### src/rtl/tdm_demux12.sv
// Receive side of the 2:1 TDM link: splits alternating A/B slots into two held
// channels, tracks frame lock and keeps a saturating protocol-error count.
module tdm_demux12 #(
   parameter int WIDTH   = 1,
   parameter int TIMEOUT = 15,
   parameter int ERRW    = 8
) (
   input  logic             clk,
   input  logic             rst_n,
   input  logic [WIDTH-1:0] din,
   input  logic             din_valid,
   input  logic             sync,
   output logic [WIDTH-1:0] a_out,
   output logic [WIDTH-1:0] b_out,
   output logic             a_valid,
   output logic             b_valid,
   output logic             pair_valid,
   output logic             locked,
   output logic             sync_err,
   output logic [ERRW-1:0]  err_cnt
);

   localparam int IDW = $clog2(TIMEOUT + 1);
   localparam logic [IDW-1:0] IDLE_LAST = IDW'(TIMEOUT - 1);

   typedef enum logic [1:0] {HUNT, EXP_B, EXP_A} state_t;

   state_t           r_state, w_state;
   logic [IDW-1:0]   r_idle, w_idle;
   logic [WIDTH-1:0] r_a, w_a;
   logic [WIDTH-1:0] r_b, w_b;
   logic             r_av, w_av;
   logic             r_bv, w_bv;
   logic             r_pv, w_pv;
   logic             r_lock, w_lock;
   logic             r_err, w_err;
   logic [ERRW-1:0]  r_cnt, w_cnt;

   function automatic logic [ERRW-1:0] sat_inc(input logic [ERRW-1:0] c);
      return (&c) ? c : c + 1'b1;
   endfunction

   always_ff @(posedge clk or negedge rst_n) begin
      if (!rst_n) begin
         r_state <= HUNT;
         r_idle  <= '0;
         r_a     <= '0;
         r_b     <= '0;
         r_av    <= 1'b0;
         r_bv    <= 1'b0;
         r_pv    <= 1'b0;
         r_lock  <= 1'b0;
         r_err   <= 1'b0;
         r_cnt   <= '0;
      end else begin
         r_state <= w_state;
         r_idle  <= w_idle;
         r_a     <= w_a;
         r_b     <= w_b;
         r_av    <= w_av;
         r_bv    <= w_bv;
         r_pv    <= w_pv;
         r_lock  <= w_lock;
         r_err   <= w_err;
         r_cnt   <= w_cnt;
      end
   end

   always_comb begin
      w_state = r_state;
      w_idle  = r_idle;
      w_a     = r_a;
      w_b     = r_b;
      w_av    = 1'b0;
      w_bv    = 1'b0;
      w_pv    = 1'b0;
      w_lock  = r_lock;
      w_err   = 1'b0;
      w_cnt   = r_cnt;
      unique case (r_state)
         HUNT: begin
            if (din_valid && sync) begin
               w_a     = din;
               w_av    = 1'b1;
               w_idle  = '0;
               w_state = EXP_B;
            end
         end
         EXP_B: begin
            if (din_valid) begin
               w_idle = '0;
               if (!sync) begin
                  w_b     = din;
                  w_bv    = 1'b1;
                  w_pv    = 1'b1;
                  w_lock  = 1'b1;
                  w_state = EXP_A;
               end else begin
                  // B slot missing: resynchronise on the new A without dropping lock
                  w_a   = din;
                  w_av  = 1'b1;
                  w_err = 1'b1;
                  w_cnt = sat_inc(r_cnt);
               end
            end else if (r_idle == IDLE_LAST) begin
               w_idle  = '0;
               w_err   = 1'b1;
               w_cnt   = sat_inc(r_cnt);
               w_lock  = 1'b0;
               w_state = HUNT;
            end else begin
               w_idle = r_idle + 1'b1;
            end
         end
         EXP_A: begin
            if (din_valid) begin
               if (sync) begin
                  w_a     = din;
                  w_av    = 1'b1;
                  w_idle  = '0;
                  w_state = EXP_B;
               end else begin
                  w_err   = 1'b1;
                  w_cnt   = sat_inc(r_cnt);
                  w_lock  = 1'b0;
                  w_state = HUNT;
               end
            end
         end
         default: w_state = HUNT;
      endcase
   end

   assign a_out      = r_a;
   assign b_out      = r_b;
   assign a_valid    = r_av;
   assign b_valid    = r_bv;
   assign pair_valid = r_pv;
   assign locked     = r_lock;
   assign sync_err   = r_err;
   assign err_cnt    = r_cnt;

endmodule
### config.mk
export PLATFORM = sky130hd
export DESIGN_NAME = tdm_demux12
export DESIGN_NICKNAME = d
export VERILOG_FILES = /design/src/rtl/tdm_demux12.sv
export SDC_FILE = /design/constraint.sdc
export NUM_CORES = 1
export LEC_CHECK = 0
export CORE_MARGIN = 10
export CORE_UTILIZATION = 29
export DETAILED_ROUTE_END_ITERATION = 6
export SETUP_SLACK_MARGIN = 0.02
export SLEW_MARGIN = 15
export SYNTH_ARGS = -nofsm -noshare
export SYNTH_HDL_FRONTEND = slang
export SYNTH_SLANG_ARGS = --single-unit
### constraint.sdc
create_clock -name clk -period 4.5 [get_ports clk]
set_clock_uncertainty 0.05 [all_clocks]
set_input_delay 0.675 -clock clk [delete_from_list [all_inputs] [get_ports clk]]
set_output_delay 0.675 -clock clk [all_outputs]
set_load 0.01 [all_outputs]
==> impl_results.md <==
- Outcome: complete, no violations
- Die Y: 81.8 µm
- Nature of the critical path endpoint: flop
- Netlist Area Pre-Place: 1110 µm²
- Worst-Margin Slew: 0.894 ns
- Starting Density: 0.302
- R2R Setup Slk: 2.46 ns
- Comb pwr share: 0.467
- LEAKAGE: 0.593 nW
- Clock transition at the registers of the reported paths: 0.08 ns
- Die W: 81.8 µm
- Dpl hpwl: 1660 µm
- Register area share after synthesis: 0.452
- Gates resized, CTS repair: 0
- Clock power share: 0.173
- Clock root cell: clkbuf_8
- Row cnt: 22
- Grt total ovfl: 0
- Pins over their slew limit: 0
- Setup tns final: 0 ns
- Worst Hold Launch: r_idle[3]$_DFFE_PN0P_
- Nets: 140
- Final WS setup: 2.21 ns
- Worst Hold End: r_idle[3]$_DFFE_PN0P_
- First-pass GRT wire length: 3570 µm
- Post-CTS Setup Bufs: 0
- Deepest clock path buffer count: 2
- CP Max Fanout: 10
- Drt wl/cell: 12.4 µm
- Total of max-cap violations: 0
- Minimum clock period: 2.29 ns
- Vias: 825
- Pwr Density: 574 nW/µm²
- # setup viols final: 0
- Max H-tree Level: 1
- Largest area contributor in the netlist: dfrtp_1
- CP Class: in2reg
- Syn-to-layout area delta: 25.5%
- Int Pwr: 506 µW
- Initial antenna violation count: 0
- First-pass detailed-route iteration total: 4
- Yosys warning total: 0
- Post-Synthesis Cells: 106
- Distinct cells, synth: 32
- RSZ-0062 raised after global routing: false
- FF-to-FF path depth: 6
- Vias in the first global route: 837
- Hold Violations, Final: 0
- Sw power: 291 µW
- GRT Total Usage: 0.0674
- Crit share post-route: 0.509
- DRC violations left: 0
- Largest net degree at the start of global routing: 21
- Fmax: 437 MHz
- Flop pwr share: 0.360
- Share of cells above drive strength 1: 0.0952
- Total CTS buffers: 3
- PortBufs: 19
- Pre-CTS WS: 1.94 ns
- CTS sink cnt: 20
- Net Count, Synth: 119
- CTS tree: yes
- IO Pins: 20
- Worst-Skew Late Latency: 0.26 ns
- Iter 0 DRT Violations: 41
- Critical R2R Launch: r_state[1]$_DFFE_PN0P_
- VDD IR max: 0.329 mV
- Avg Vias per Cell: 4.74
- Nature of the critical path startpoint: primary input
- Most frequent cells in the layout: 20 x dfrtp_1, 19 x clkdlybuf4s50_1, 8 x nand2_1, 8 x o21ai_0, 8 x ha_1
- Hold path depth: 1
- Switch share: 0.365
- Min-delay worst type: reg2reg
- Largest cells by area after synthesis: dfrtp_1 45%, ha_1 9.0%, mux2_2 4.1%
- Synth top area share: 0.452
- Die area: 6680 µm²
- Commonest non-fill, non-tap cell in the layout: dfrtp_1
- Routability cong.: 0.771
- Synth Area per Inst: 10.4 µm²
- Worst rel slew slack: 0.402
- FF-to-FF End: err_cnt[1]$_DFFE_PN0P_
- WP data required: 4.60 ns
- Cts hold-fix bufs: 0
- Post-Route WL: 2150 µm
- ANT nets after route: 0
- Yosys reg bits: 20
- Diodes inserted: 0
- CP arrival: 2.39 ns
- Area of the core: 3660 µm²
[per-layer routing]
| metal | part of all wire | vias up | GRT usage |
|---|---|---|---|
| met5 | 0 | - | 0 |
| met4 | 0.016 | 0 | 0.0357 |
| met3 | 0.056 | 2 | 0.0240 |
| met2 | 0.49 | 17 | 0.116 |
| met1 | 0.44 | 394 | 0.0706 |
| li1 | - | 412 | - |
[area by class of cell]
type | count | area (µm²)
fill | 344 | 2270
timing repair buffer | 19 | 190
inverter | 4 | 15.0
multi-input combinational | 79 | 567
clock buffer | 4 | 55.1
tap | 48 | 60.1
sequential | 20 | 500
[power by group through the flow]
stage / clock, mW / sequential (mW) / combinational [mW]
finish: 0.138 / 0.287 / 0.372
global route: 0.147 / 0.299 / 0.414
CTS: 0.144 / 0.288 / 0.377
detailed placement: 0 / 0.290 / 0.374
global placement: 0 / 0.288 / 0.372
floorplan: 0 / 0.299 / 0.226
[kinds of logic (layout without fill, tap and decap cells)]
family,after synthesis,after routing,synth area share
compound gates,21,21,0.119
mux,4,4,0.0407
flops,20,20,0.452
xor+xnor,6,6,0.0475
buf+inv,7,27,0.0351
simple gates,40,40,0.215
fa+ha+maj,8,8,0.0905
[worst max-delay path, cell delays in order]
cell	delay, ns
clkdlybuf4s50_1	0.56
nand2b_4	0.21
or3_4	0.35
a21oi_4	0.24
mux2_2	0.35
[stage by stage]
| step | cell area [µm²] | hold slack [ns] | utilization | cells | power, mW |
|---|---|---|---|---|---|
| floorplan | 1110 | 0.329 | - | 106 | 0.525 |
| global placement | 1330 | 0.414 | 0.364 | 170 | 0.660 |
| detailed placement | 1330 | 0.418 | 0.364 | 170 | 0.665 |
| CTS | 1390 | 0.434 | 0.379 | 174 | 0.808 |
| global route | 1390 | 0.455 | 0.379 | 174 | 0.860 |
| finish | 1390 | 0.428 | 0.379 | 174 | 0.796 |
[flip-flops by register name, indices dropped and copies added (netlist names)]
| signal | count |
|---|---|
| a_out | 1 |
| a_valid | 1 |
| b_out | 1 |
| err_cnt | 8 |
| locked | 1 |
| pair_valid | 1 |
| r_idle | 4 |
| r_state | 2 |
| sync_err | 1 |
[worst max path at each step]
stage	from	slack (ns)	depth (start not counted)	end
finish	din_valid	2.21	5	err_cnt[1]$_DFFE_PN0P_
global placement	din_valid	1.97	5	err_cnt[1]$_DFFE_PN0P_
detailed placement	din_valid	1.94	5	err_cnt[1]$_DFFE_PN0P_
global route	din_valid	2.15	5	err_cnt[1]$_DFFE_PN0P_
floorplan	din_valid	2.51	5	err_cnt[1]$_DFFE_PN0P_
CTS	din_valid	2.21	5	err_cnt[1]$_DFFE_PN0P_
[cells in the mapped netlist (all sizes together)]
| master | count |
|---|---|
| xor2 | 1 |
| a21oi | 6 |
| o22ai | 1 |
| inv | 4 |
| ha | 8 |
| a32o | 1 |
| nand3 | 3 |
| nand4 | 3 |
| buf | 2 |
| or2 | 3 |
| nor3b | 2 |
| o31ai | 1 |
| clkbuf | 1 |
| nand2b | 3 |
| and2 | 1 |
| and4 | 3 |
| nor2 | 6 |
| xnor2 | 5 |
| and4b | 1 |
| mux2 | 4 |
| nor2b | 5 |
| dfrtp | 20 |
| a21o | 1 |
| nand2 | 8 |
| o21ai | 8 |
| or3 | 1 |
| and3 | 1 |
| a31oi | 3 |
Note: power is estimated with default switching activity, not from simulation.
